`config.mk`:
```
export PLATFORM = sky130hd
export DESIGN_NAME = uart_tx_arbiter
export DESIGN_NICKNAME = d
export VERILOG_FILES = /design/src/rtl/uart_arb_pkg.sv /design/src/rtl/tx_grant_pick.sv /design/src/rtl/uart_tx_arbiter.sv
export SDC_FILE = /design/constraint.sdc
export NUM_CORES = 1
export LEC_CHECK = 0
export BUFFER_PORTS_ARGS = -buffer_cell sky130_fd_sc_hd__buf_4
export CAP_MARGIN = 20
export CORE_UTILIZATION = 35
export CTS_CLUSTER_SIZE = 10
export DETAILED_ROUTE_END_ITERATION = 8
export SKIP_LAST_GASP = 1
export SLEW_MARGIN = 40
export SYNTH_ARGS = -nofsm -noshare
export SYNTH_HDL_FRONTEND = slang
export SYNTH_HIERARCHICAL = 1
export SYNTH_SLANG_ARGS = --single-unit
```
`constraint.sdc`:
```
create_clock -name clk -period 1.75 [get_ports clk]
set_input_delay 0.175 -clock clk [delete_from_list [all_inputs] [get_ports clk]]
set_output_delay 0.175 -clock clk [all_outputs]
set_load 0.03 [all_outputs]
```
`src/rtl/uart_arb_pkg.sv`:
```
// uart_arb_pkg: shared types and defaults for the UART transmit arbiter.
// Contents: arbiter state enum, N_REQ / BUSY_TIMEOUT defaults, byte type,
// and the widths of the grant index and internal counters.
package uart_arb_pkg;

  localparam int unsigned N_REQ_DEF        = 3;
  localparam int unsigned BUSY_TIMEOUT_DEF = 16;
  localparam int unsigned ID_W             = 3;
  localparam int unsigned CNT_W            = 8;
  localparam int unsigned TXCNT_W          = 16;
  localparam int unsigned BYTE_W           = 8;

  typedef logic [BYTE_W-1:0] byte_t;

  typedef enum logic [1:0] {
    ST_IDLE      = 2'd0,
    ST_WAIT_BUSY = 2'd1,
    ST_WAIT_DONE = 2'd2
  } arb_state_e;

endpackage

```
`src/rtl/tx_grant_pick.sv`:
```
// tx_grant_pick: combinational winner select among byte requesters.
// Ports:
//   i_req_valid  in   N_REQ  requesters with a byte pending
//   i_ptr        in   3      index of the last winner (round-robin origin)
//   o_grant      out  N_REQ  one-hot winner, zero when nothing is pending
//   o_grant_id   out  3      index of the winner
// Macro UART_ARB_ROUND_ROBIN_EN: defined selects round-robin starting after
// i_ptr; undefined selects fixed priority (lowest index wins, i_ptr ignored).
module tx_grant_pick
  import uart_arb_pkg::*;
#(
  parameter int unsigned N_REQ = N_REQ_DEF
) (
  input  logic [N_REQ-1:0] i_req_valid,
  input  logic [ID_W-1:0]  i_ptr,
  output logic [N_REQ-1:0] o_grant,
  output logic [ID_W-1:0]  o_grant_id
);

`ifdef UART_ARB_ROUND_ROBIN_EN
  int unsigned w_dist;
  int unsigned w_best;

  // Distance of requester k from the slot after i_ptr; smallest pending wins.
  always_comb begin
    o_grant    = '0;
    o_grant_id = '0;
    w_best     = N_REQ;
    w_dist     = 0;
    for (int k = 0; k < int'(N_REQ); k++) begin
      w_dist = 32'(k) + N_REQ - 32'(i_ptr) - 32'd1;
      if (w_dist >= N_REQ) begin
        w_dist = w_dist - N_REQ;
      end
      if (i_req_valid[k] && (w_dist < w_best)) begin
        w_best     = w_dist;
        o_grant    = '0;
        o_grant[k] = 1'b1;
        o_grant_id = ID_W'(k);
      end
    end
  end
`else
  logic w_unused_ptr;
  assign w_unused_ptr = ^i_ptr;

  // Scan from the top down so the lowest pending index is the last write.
  always_comb begin
    o_grant    = '0;
    o_grant_id = '0;
    for (int k = int'(N_REQ) - 1; k >= 0; k--) begin
      if (i_req_valid[k]) begin
        o_grant    = '0;
        o_grant[k] = 1'b1;
        o_grant_id = ID_W'(k);
      end
    end
  end
`endif

endmodule

```
`src/rtl/uart_tx_arbiter.sv`:
```
// uart_tx_arbiter: shares one UART transmitter between N_REQ byte requesters.
// Ports:
//   clk, rst_n        clock, asynchronous active-low reset
//   req_valid[N]      requester i has a byte ready (held until accepted)
//   req_byte[8N]      byte of requester i in bits [8i+7:8i]
//   req_ready[N]      combinational one-hot accept for the winner
//   is_transmitting   UART busy flag
//   transmit          one-cycle UART load strobe
//   tx_byte[8]        byte presented to the UART
//   grant_id[3]       index of the last accepted requester
//   tx_drop           one-cycle pulse when busy fails to rise in time
//   tx_count[16]      bytes the UART confirmed starting (wraps)
// Macro UART_ARB_ROUND_ROBIN_EN: defined builds round-robin arbitration with a
// last-winner pointer; undefined builds fixed priority with no pointer.
module uart_tx_arbiter
  import uart_arb_pkg::*;
#(
  parameter int unsigned N_REQ        = N_REQ_DEF,
  parameter int unsigned BUSY_TIMEOUT = BUSY_TIMEOUT_DEF
) (
  input  logic                 clk,
  input  logic                 rst_n,
  input  logic [N_REQ-1:0]     req_valid,
  input  logic [8*N_REQ-1:0]   req_byte,
  output logic [N_REQ-1:0]     req_ready,
  input  logic                 is_transmitting,
  output logic                 transmit,
  output logic [BYTE_W-1:0]    tx_byte,
  output logic [ID_W-1:0]      grant_id,
  output logic                 tx_drop,
  output logic [TXCNT_W-1:0]   tx_count
);

  localparam logic [CNT_W-1:0] TIMEOUT_LAST = CNT_W'(BUSY_TIMEOUT - 1);
  localparam logic [ID_W-1:0]  PTR_RESET    = ID_W'(N_REQ - 1);

  arb_state_e           r_state;
  logic [CNT_W-1:0]     r_busy_cnt;
  logic                 r_transmit;
  logic                 r_tx_drop;
  byte_t                r_tx_byte;
  logic [ID_W-1:0]      r_grant_id;
  logic [TXCNT_W-1:0]   r_tx_count;

  logic [ID_W-1:0]      w_ptr;
  logic [N_REQ-1:0]     w_grant;
  logic [ID_W-1:0]      w_grant_id;
  logic                 w_accept_ok;
  logic                 w_xfer;
  byte_t                w_sel_byte;

  tx_grant_pick #(
    .N_REQ (N_REQ)
  ) u_pick (
    .i_req_valid (req_valid),
    .i_ptr       (w_ptr),
    .o_grant     (w_grant),
    .o_grant_id  (w_grant_id)
  );

  // Accept only in IDLE with the UART free; rst_n gates it during reset.
  assign w_accept_ok = rst_n && (r_state == ST_IDLE) && !is_transmitting;
  assign req_ready   = w_accept_ok ? w_grant : '0;
  assign w_xfer      = |(req_valid & req_ready);

  // Byte of the one-hot winner.
  always_comb begin
    w_sel_byte = '0;
    for (int k = 0; k < int'(N_REQ); k++) begin
      if (w_grant[k]) begin
        w_sel_byte = req_byte[8*k +: 8];
      end
    end
  end

`ifdef UART_ARB_ROUND_ROBIN_EN
  logic [ID_W-1:0] r_ptr;

  // Last-winner pointer; moves only when a byte is actually accepted.
  always_ff @(posedge clk or negedge rst_n) begin
    if (!rst_n) begin
      r_ptr <= PTR_RESET;
    end else if (w_xfer) begin
      r_ptr <= w_grant_id;
    end
  end

  assign w_ptr = r_ptr;
`else
  assign w_ptr = PTR_RESET;
`endif

  // Arbiter FSM with registered strobes, byte, grant index and counters.
  always_ff @(posedge clk or negedge rst_n) begin
    if (!rst_n) begin
      r_state    <= ST_IDLE;
      r_busy_cnt <= '0;
      r_transmit <= 1'b0;
      r_tx_drop  <= 1'b0;
      r_tx_byte  <= '0;
      r_grant_id <= '0;
      r_tx_count <= '0;
    end else begin
      r_transmit <= 1'b0;
      r_tx_drop  <= 1'b0;
      case (r_state)
        ST_IDLE: begin
          if (w_xfer) begin
            r_tx_byte  <= w_sel_byte;
            r_grant_id <= w_grant_id;
            r_transmit <= 1'b1;
            r_busy_cnt <= '0;
            r_state    <= ST_WAIT_BUSY;
          end
        end
        ST_WAIT_BUSY: begin
          // Busy is tested first so a rise on the timeout cycle still counts.
          if (is_transmitting) begin
            r_tx_count <= r_tx_count + TXCNT_W'(1);
            r_state    <= ST_WAIT_DONE;
          end else if (r_busy_cnt == TIMEOUT_LAST) begin
            r_tx_drop  <= 1'b1;
            r_state    <= ST_IDLE;
          end else begin
            r_busy_cnt <= r_busy_cnt + CNT_W'(1);
          end
        end
        ST_WAIT_DONE: begin
          if (!is_transmitting) begin
            r_state <= ST_IDLE;
          end
        end
        default: begin
          r_state <= ST_IDLE;
        end
      endcase
    end
  end

  assign transmit = r_transmit;
  assign tx_drop  = r_tx_drop;
  assign tx_byte  = r_tx_byte;
  assign grant_id = r_grant_id;
  assign tx_count = r_tx_count;

endmodule

```
==> impl_metrics.csv <==
group,metric,value,unit
critical_path,critical_path.top_delay_family,"buffers and inverters",
synth,synth_fp_nets,209,
global_routing,grt_antenna_before_repair,0,
timing,setup_tns,0,ps
critical_path,worst_ep_required_time,1570,ps
pwr,power_leakage,1.27,nW
clock_tree,cts_max_level,2,
detailed_routing,drt-pass1-iter-count,4,
clock_tree,latest_clock_arrival_within_the_worst_skew_pair,290,ps
clock_tree,clock_tree_from_tritoncts,"done",
placed_design,hpwl_detailed,2.97,mm
clock_tree,clk_transition_reported_paths,80,ps
critical_path,timing.critical_path.from_type,"primary input",
cells_and_area,area.growth.synth_to_final,33.4,%
cells_and_area,share_of_post_route_cells_with_drive_strength_above_1,40.6,%
clock_tree,tritoncts_num_sinks,39,
critical_path,crit_path_top_delay_cell,"sky130_fd_sc_hd__dlygate4sd3_1",
cells_and_area,layout.nets,275,
floorplanning,floorplan.core_area,5270,sq um
synth,cells_after_synthesis,177,
floorplanning,die-area,5950,sq um
floorplanning,row_count,26,
critical_path,cpMostUsedCell,"sky130_fd_sc_hd__buf_4",
clock_tree,clk_root_buffer_cell,"sky130_fd_sc_hd__clkbuf_8",
hold_path,min_path_type,"primary input to flop",
clock_tree,ctsLongestPathBuffers,2,
timing,fmax,602,MHz
cells_and_area,fin_util,50.0,%
floorplanning,die-height,77.1,um
timing,finalClockSkew,9.49,ps
timing,grt_setup_unrepaired,"false",
critical_path,timing.critical_path.to_type,"primary output",
placed_design,gp_routability_congestion,0.774,
synth,syn_area,1980,sq um
critical_path,worstPathCellList,"dlygate4sd3_1 > buf_4 > nor4b_4 > buf_4 > and2_1 > buf_4",
floorplanning,die_x,77.1,um
critical_path,number_of_buffer_and_inverter_instances_along_the_worst_setup_path,4,
detailed_routing,wl_per_cell,12.8,um
status,run_status,"complete, no violations",
placed_design,place.detailed.instances,304,
timing,layout_worst_path_cycle_share,94.9,%
placed_design,i_o_buffers,61,
detailed_routing,vias,1521,
global_routing,globalRouteOverflowTotal,0,
critical_path,worstPathMaxFanout,3,
critical_path,path_class,"primary input to primary output",
critical_path,slowest_cell_delay_on_critical_path,530,ps
detailed_routing,post_drt_via_cell_ratio,4.84,
timing,final_number_of_max_transition_violations,0,
detailed_routing,first_iter_violations,57,
timing,hold_viol,0,
pwr,max-vdd-ir-drop,0.841,mV
cells_and_area,non_filler_instances,314,
global_routing,largest_net_degree_at_the_start_of_global_routing,40,
floorplanning,ioPinCount,62,
timing,setup_viol,0,
global_routing,grt_pass1_wl,6.98,mm
synth,synth_warnings,6,
synth,synth.avg_cell_area,11.2,sq um
critical_path,cp_data_arrival_time,1490,ps
cells_and_area,antennaDiodeCount,0,
detailed_routing,drt_wl_total,4.01,mm
detailed_routing,route.antenna.remaining_nets,0,
timing,final.min_clock_period,1660,ps
pwr,pwr_density_cell,1020,nW/um^2
global_routing,first_global_vias,1475,
detailed_routing,drc,0,
global_routing,grtUsageTotal,15.0,%
floorplanning,initial_utilization,37.5,%
clock_tree,cts-buffers-inserted,5,
run,drv_cap,0,
where the power goes:
| part | internal, mW | leakage [nW] | switching (mW) | total (mW) |
|---|---|---|---|---|
| Combinational | 0.348 | 0.692 | 0.432 | 0.780 |
| Clock | 0.424 | 0.0581 | 0.318 | 0.742 |
| Sequential | 1.04 | 0.522 | 0.111 | 1.15 |
per-layer routing:
metal,global-route usage (%),routed length (um)
met4,6.23,71
met1,19.6,1860
met5,0,0
met2,23.2,1910
met3,4.05,169
through the flow:
stage          area [sq um]  setup slack (ps)  total power, mW  hold slack (ps)
6_report               2640              89.3             2.67              143
5_1_grt                2640              1.47             2.84              143
4_1_cts                2620              44.2             2.71              132
3_5_place_dp           2500               109             1.95              284
3_3_place_gp           2500               123             1.95              292
2_1_floorplan          1980               108             1.63             -121
cell type report:
cell class | instances | area [sq um]
Tap cell | 70 | 87.6
Inverter | 2 | 7.51
Timing Repair Buffer | 70 | 532
Clock inverter | 3 | 43.8
Sequential cell | 39 | 977
Multi-Input combinational cell | 125 | 918
Fill cell | 489 | 2640
Clock buffer | 5 | 68.8
registers in the layout (all words and copies together), names as in the netlist:
| register | flops |
|---|---|
| tx_drop | 1 |
| r_state | 2 |
| r_busy_cnt | 8 |
| grant_id | 3 |
| tx_count | 16 |
| tx_byte | 8 |
| transmit | 1 |
repair_timing:
item / CTS / global route
hold endpoints to repair: 39 / 0
hold buffers: 1 / 0
gates resized for setup: 0 / 2
endpoints found under the setup margin: 0 / 3
setup buffers: 0 / 1
final timing paths:
check	start	endpoint	slack [ps]	cells past startpoint
setup / recovery	rst_n	req_ready[2]	90	6
hold / removal	is_transmitting	tx_drop$_DFF_PN0_	140	2
setup reg to reg	r_busy_cnt[0]$_DFFE_PN0P_	r_busy_cnt[2]$_DFFE_PN0P_	100	5
hold reg to reg	tx_count[15]$_DFFE_PN0P_	tx_count[15]$_DFFE_PN0P_	480	1
max in group asynchronous	rst_n	r_state[1]$_DFFE_PN0P_	900	3
min in group asynchronous	rst_n	r_busy_cnt[1]$_DFFE_PN0P_	490	3
worst reg2reg max path, stage by stage (launching register included):
cell	delay, ps
sky130_fd_sc_hd__dfrtp_1	400
sky130_fd_sc_hd__ha_1	230
sky130_fd_sc_hd__and3_1	190
sky130_fd_sc_hd__a211oi_4	390
sky130_fd_sc_hd__o22ai_1	150
sky130_fd_sc_hd__a21o_1	190
cells in the final DEF, fill, tap and decap left out, types with 2 or more instances in the layout:
cell,n
sky130_fd_sc_hd__buf_4,68
sky130_fd_sc_hd__dfrtp_1,38
sky130_fd_sc_hd__nand2_1,20
sky130_fd_sc_hd__xnor2_1,13
sky130_fd_sc_hd__mux2_2,11
sky130_fd_sc_hd__o21ai_0,9
sky130_fd_sc_hd__a22oi_1,7
sky130_fd_sc_hd__nor2_1,5
sky130_fd_sc_hd__nand3_1,5
sky130_fd_sc_hd__clkbuf_8,5
sky130_fd_sc_hd__and2_1,4
sky130_fd_sc_hd__a21oi_1,4
sky130_fd_sc_hd__xor2_1,4
sky130_fd_sc_hd__nand4_1,4
sky130_fd_sc_hd__and3_1,3
sky130_fd_sc_hd__nor4_2,2
sky130_fd_sc_hd__nand2b_1,2
sky130_fd_sc_hd__nor2b_1,2
sky130_fd_sc_hd__a22o_1,2
sky130_fd_sc_hd__a21o_1,2
sky130_fd_sc_hd__o21a_1,2
sky130_fd_sc_hd__ha_1,2
(Power assumes the default switching activity.)
